### src/rtl/seq_addsub.sv
// seq_addsub: multi-cycle add/subtract unit that processes CHUNK bits per clock.
// A request latches the operands, RUN walks the chunks from LSB to MSB with a
// rippled carry, and the final chunk edge publishes the result and flags.
// Results and flags hold steady until the next completion.

module seq_addsub #(
    parameter int WIDTH = 16,
    parameter int CHUNK = 4
) (
    input  logic             clk,
    input  logic             rst,
    input  logic             start,
    input  logic [1:0]       op,
    input  logic [WIDTH-1:0] a,
    input  logic [WIDTH-1:0] b,
    output logic             busy,
    output logic             done,
    output logic [WIDTH-1:0] s,
    output logic             of,
    output logic             sf,
    output logic             zf
);

    localparam int N     = WIDTH / CHUNK;
    localparam int CNT_W = (N > 1) ? $clog2(N) : 1;
    localparam int IDX_W = (WIDTH > 1) ? $clog2(WIDTH) : 1;

    localparam logic [1:0] S_IDLE = 2'd0;
    localparam logic [1:0] S_RUN  = 2'd1;
    localparam logic [1:0] S_DONE = 2'd2;

    // Reject configurations where the chunks do not tile the word exactly.
    generate
        if ((WIDTH % CHUNK) != 0) begin : g_bad_chunk
            $error("seq_addsub: WIDTH must be a multiple of CHUNK");
        end
    endgenerate

    logic [1:0]       r_state;
    logic             r_busy;
    logic             r_done;
    logic [WIDTH-1:0] r_a;
    logic [WIDTH-1:0] r_b;      // already inverted for subtract ops
    logic [WIDTH-1:0] r_sum;
    logic [CNT_W-1:0] r_cnt;
    logic             r_carry;
    logic             r_sub;
    logic             r_logic;
    logic [WIDTH-1:0] r_s;
    logic             r_of;
    logic             r_sf;
    logic             r_zf;

    logic             w_accept;
    logic             w_last;
    logic [IDX_W-1:0] w_base;
    logic [CHUNK-1:0] w_a_chk;
    logic [CHUNK-1:0] w_b_chk;
    logic [CHUNK:0]   w_chk_full;
    logic [CHUNK-1:0] w_chk_sum;
    logic             w_cout;
    logic [WIDTH-1:0] w_sum_next;
    logic             w_sov;
    logic             w_of;

    // A new request is taken from IDLE or from DONE (back-to-back); RUN ignores start.
    assign w_accept = start && ((r_state == S_IDLE) || (r_state == S_DONE));
    assign w_last   = (r_cnt == CNT_W'(N - 1));

    // Chunk k occupies bits k*CHUNK .. k*CHUNK+CHUNK-1.
    assign w_base     = IDX_W'(r_cnt) * IDX_W'(CHUNK);
    assign w_a_chk    = r_a[w_base +: CHUNK];
    assign w_b_chk    = r_b[w_base +: CHUNK];
    assign w_chk_full = {1'b0, w_a_chk} + {1'b0, w_b_chk} + {{CHUNK{1'b0}}, r_carry};
    assign w_chk_sum  = w_chk_full[CHUNK-1:0];
    assign w_cout     = w_chk_full[CHUNK];

    // Partial sum with the current chunk merged in; complete on the last chunk.
    always_comb begin
        w_sum_next                   = r_sum;
        w_sum_next[w_base +: CHUNK]  = w_chk_sum;
    end

    // Signed overflow compares the sign of a with the sign of the (possibly inverted) b.
    assign w_sov = (r_a[WIDTH-1] == r_b[WIDTH-1]) && (w_sum_next[WIDTH-1] != r_a[WIDTH-1]);
    // Logical ops report carry-out for add and borrow (inverted carry) for subtract.
    assign w_of  = r_logic ? (r_sub ? ~w_cout : w_cout) : w_sov;

    // Control FSM with registered busy/done strobes.
    always_ff @(posedge clk or posedge rst) begin
        if (rst) begin
            r_state <= S_IDLE;
            r_busy  <= 1'b0;
            r_done  <= 1'b0;
        end else begin
            case (r_state)
                S_IDLE: begin
                    r_done <= 1'b0;
                    if (start) begin
                        r_state <= S_RUN;
                        r_busy  <= 1'b1;
                    end
                end
                S_RUN: begin
                    if (w_last) begin
                        r_state <= S_DONE;
                        r_busy  <= 1'b0;
                        r_done  <= 1'b1;
                    end
                end
                S_DONE: begin
                    r_done <= 1'b0;
                    if (start) begin
                        r_state <= S_RUN;
                        r_busy  <= 1'b1;
                    end else begin
                        r_state <= S_IDLE;
                    end
                end
                default: begin
                    r_state <= S_IDLE;
                    r_busy  <= 1'b0;
                    r_done  <= 1'b0;
                end
            endcase
        end
    end

    // Operand latch on accept, then one chunk of ripple addition per RUN cycle.
    always_ff @(posedge clk or posedge rst) begin
        if (rst) begin
            r_a     <= '0;
            r_b     <= '0;
            r_sum   <= '0;
            r_cnt   <= '0;
            r_carry <= 1'b0;
            r_sub   <= 1'b0;
            r_logic <= 1'b0;
        end else if (w_accept) begin
            r_a     <= a;
            r_b     <= op[0] ? ~b : b;
            r_sum   <= '0;
            r_cnt   <= '0;
            r_carry <= op[0];
            r_sub   <= op[0];
            r_logic <= op[1];
        end else if (r_state == S_RUN) begin
            r_sum   <= w_sum_next;
            r_carry <= w_cout;
            r_cnt   <= r_cnt + CNT_W'(1);
        end
    end

    // Result and flags change only on the edge that finishes the last chunk.
    always_ff @(posedge clk or posedge rst) begin
        if (rst) begin
            r_s  <= '0;
            r_of <= 1'b0;
            r_sf <= 1'b0;
            r_zf <= 1'b0;
        end else if ((r_state == S_RUN) && w_last) begin
            r_s  <= w_sum_next;
            r_of <= w_of;
            r_sf <= w_sum_next[WIDTH-1];
            r_zf <= (w_sum_next == '0);
        end
    end

    assign busy = r_busy;
    assign done = r_done;
    assign s    = r_s;
    assign of   = r_of;
    assign sf   = r_sf;
    assign zf   = r_zf;

endmodule

### config.mk
export PLATFORM = sky130hd
export DESIGN_NAME = seq_addsub
export DESIGN_NICKNAME = d
export VERILOG_FILES = /design/src/rtl/seq_addsub.sv
export SDC_FILE = /design/constraint.sdc
export NUM_CORES = 1
export LEC_CHECK = 0
export ABC_AREA = 1
export CORE_AREA = 3 3 90 92
export CTS_BUF_LIST = sky130_fd_sc_hd__clkbuf_2 sky130_fd_sc_hd__clkbuf_4 sky130_fd_sc_hd__clkbuf_8
export DETAILED_ROUTE_END_ITERATION = 12
export DIE_AREA = 0 0 93 95
export GPL_ROUTABILITY_DRIVEN = 1
export GPL_TIMING_DRIVEN = 0
export PLACE_DENSITY = 0.74
export SLEW_MARGIN = 40
export SYNTH_ARGS = -nofsm -noshare
export SYNTH_HDL_FRONTEND = slang
export SYNTH_SLANG_ARGS = --single-unit
### constraint.sdc
create_clock -name clk -period 8 [get_ports clk]
set_clock_uncertainty 0.1 [all_clocks]
set_input_delay 2.4 -clock clk [delete_from_list [all_inputs] [get_ports clk]]
set_output_delay 2.4 -clock clk [all_outputs]
set_load 0.1 [all_outputs]
==> results.md <==
- Final instance area: 0.004458 sq mm
- Required time worst endpoint: 5.50 ns
- CP Max Fanout: 3
- Die Ht: 95 um
- Worst Reg-to-Reg Cells: 18
- Startpoint type of the worst setup path: register
- Largest net degree at the start of global routing: 57
- RSZ-0062 raised after global routing: false
- Syn-to-layout area delta: 20.66%
- Fin cells: 613
- CTS root buf: clkbuf_8
- Post-CTS Setup Bufs: 0
- Final Critical Period: 3.725 ns
- Worst r2r src: r_cnt[0]$_DFFE_PP0P_
- CTS sink count: 75
- Placed insts: 599
- DRC viols: 0
- Distinct cells, synth: 30
- Main synth FF type: dfrtp_1
- Max IR drop VDD: 0.1658 mV
- Port bufs: 56
- Wire per inst: 13.91 um
- Hold path cells: 2
- TritonCTS clock tree: done
- Layout cell share with drive strength beyond 1: 10.51%
- DRT iter0 DRCs: 109
- Rel. slew slack: 59.92%
- Reg clk slew, reported paths: 0.07 ns
- Inserted Diodes: 0
- # Max-Cap Violations: 0
- Yosys reg bits: 75
- Fill count: 673
- HPWL Detailed: 6421 um
- Reg2reg setup slack: 4.32 ns
- Area after DPL: 0.004307 sq mm
- Initial antenna violation count: 0
- CP Class: reg2out
- H-tree Lvls: 3
- Post-synthesis async set-or-reset flop share: 100.0%
- Die area: 0.008835 sq mm
- Crit path capture type: output pin
- DR vias: 3159
- # hold bufs at CTS: 0
- Syn nets: 491
- Rows: 31
- Netlist Area Pre-Place: 0.003695 sq mm
- DIE WIDTH: 93 um
- Initial Utilization: 50.67%
- Crit path arrival time: 1.22 ns
- Worst-Skew Late Latency: 0.35 ns
- Outcome: finished, final reports clean
- Core area: 0.007292 sq mm
- Warnings from Yosys: 0
- Num CTS Buffers: 9
- Worst slew pin tran: 0.6012 ns
- Hold crit path type: reg2reg
- Drt first pass iters: 4
- Fin. Hold Viols: 0
- Multi-input gate area: 0.001546 sq mm
- Layout Nets: 559
- Overall power: 0.002042 W
- Cells after Synth: 443
- Routed Antenna Nets: 0
- GRT Residual Overflow: 0
- Ports: 58
- Register area: 0.001877 sq mm
- Leakage power: 2.190 nW
- Max clock buf depth: 2
- Vias/cell: 5.153
- # resized after CTS: 0
- Final worst slack: 4.275 ns
- Min-delay src: busy$_DFFE_PP0P_
- Hold path endpoint: busy$_DFFE_PP0P_
- Sequential cell area fraction in the yosys report: 50.80%
- Achievable frequency: 268.5 MHz
- Power per cell area: 458.0 mW/mm^2
- Avg Cell Area, Syn: 8.340 sq um
- Setup TNS: 0 ns
- Tot GR Track Use: 21.23%
- Slew Viols, Final: 0
- EDFF count, synth: 0
- Place WS: 3.968 ns
- Global-route wire length before repair: 14710 um
- Tcrit/Tclk final: 46.56%
- Setup violations, final: 0
- RePlAce Congestion: 0.8779
- FF-to-FF End: zf$_DFFE_PP0P_
- Routed WL: 8525 um
- Vias in the first global route: 3195
-- cell families after synthesis --
family,count (synthesis),synth area share [%]
simple gates,184,20.42
compound gates,91,13.51
flops,75,50.80
buf+inv,66,7.348
xor+xnor,16,3.793
fa+ha+maj,11,4.131
-- synthesized netlist by cell type, types with 2 or more instances --
master / instances / share of area [%]
inv_1: 42 / 4.3
or2_2: 2 / 0.34
o21ai_0: 57 / 7.7
nand4_1: 4 / 0.68
xnor2_1: 16 / 3.8
ha_1: 9 / 3.0
nor3_1: 2 / 0.27
nor2_1: 37 / 3.8
dfrtp_1: 75 / 51
buf_1: 3 / 0.30
buf_2: 8 / 1.1
nand2_1: 121 / 12
nand3_1: 14 / 1.9
o22ai_1: 16 / 2.7
a32oi_1: 3 / 0.71
a21oi_1: 10 / 1.4
clkbuf_1: 9 / 0.91
fa_1: 2 / 1.1
clkbuf_2: 2 / 0.27
-- flip-flops by register name, indices dropped and copies added, names as in the netlist --
| signal | count |
|---|---|
| zf | 1 |
| s | 16 |
| done | 1 |
| r_state | 2 |
| r_a | 16 |
| r_sum | 16 |
| busy | 1 |
| of | 1 |
| r_sub | 1 |
| r_cnt | 2 |
| r_b | 16 |
| r_logic | 1 |
| r_carry | 1 |
-- cell type report --
class	count	share of cell area, %
inverter	42	3.649
sequential	75	42.10
multi-input combinational	302	34.69
timing repair buffer	57	10.83
tap	99	2.779
buffer	24	2.554
clock buffer	10	2.947
clock inverter	4	0.4491
-- per-stage QoR --
stage	util, %	hold WS, ns
after floorplan	-	0.3436
after global placement	60.05	0.3571
after detailed placement	59.06	0.3537
after CTS	61.14	0.3715
after global routing	61.14	0.4018
final	61.14	0.3693
-- placed cells by master, fill, tap and decap left out, types with 10 or more instances in the layout --
cell type        count
nand2_1            121
dfrtp_1             75
o21ai_0             57
inv_1               41
nor2_1              37
clkdlybuf4s50_1     35
buf_2               29
xnor2_1             16
o22ai_1             16
nand3_1             14
a21oi_1             10
-- how the worst max path moves through the flow --
stage / startpoint / endpoint / slack, ns
floorplan: rst / busy$_DFFE_PP0P_ / 3.59
global placement: rst / r_b[13]$_DFFE_PP0P_ / 2.43
detailed placement: start / r_b[1]$_DFFE_PP0P_ / 3.97
CTS: s[15]$_DFFE_PP0P_ / s[15] / 4.26
global route: r_cnt[0]$_DFFE_PP0P_ / zf$_DFFE_PP0P_ / 3.94
finish: s[15]$_DFFE_PP0P_ / s[15] / 4.28
-- layer usage --
metal / wire, um / up-vias / global-route usage, %
met4: 183 / 0 / 8.669
met5: 0 / - / 0
met3: 342 / 19 / 3.267
met1: 3804 / 1498 / 26.53
met2: 4194 / 80 / 36.89
li1: - / 1562 / -
-- worst max-delay path: stages, from the launching register on --
cell	delay, ns
dfrtp_1	0.37
buf_4	0.11
buf_2	0.41
-- power by group --
group	total, W	switching [W]	internal (W)
clock	0.000243	0.000133	0.000110
combinational	0.00117	0.000836	0.000331
sequential	0.000631	0.0000904	0.000541
total	0.00204	0.00106	0.000983
Note: power is estimated with default switching activity, not from simulation.
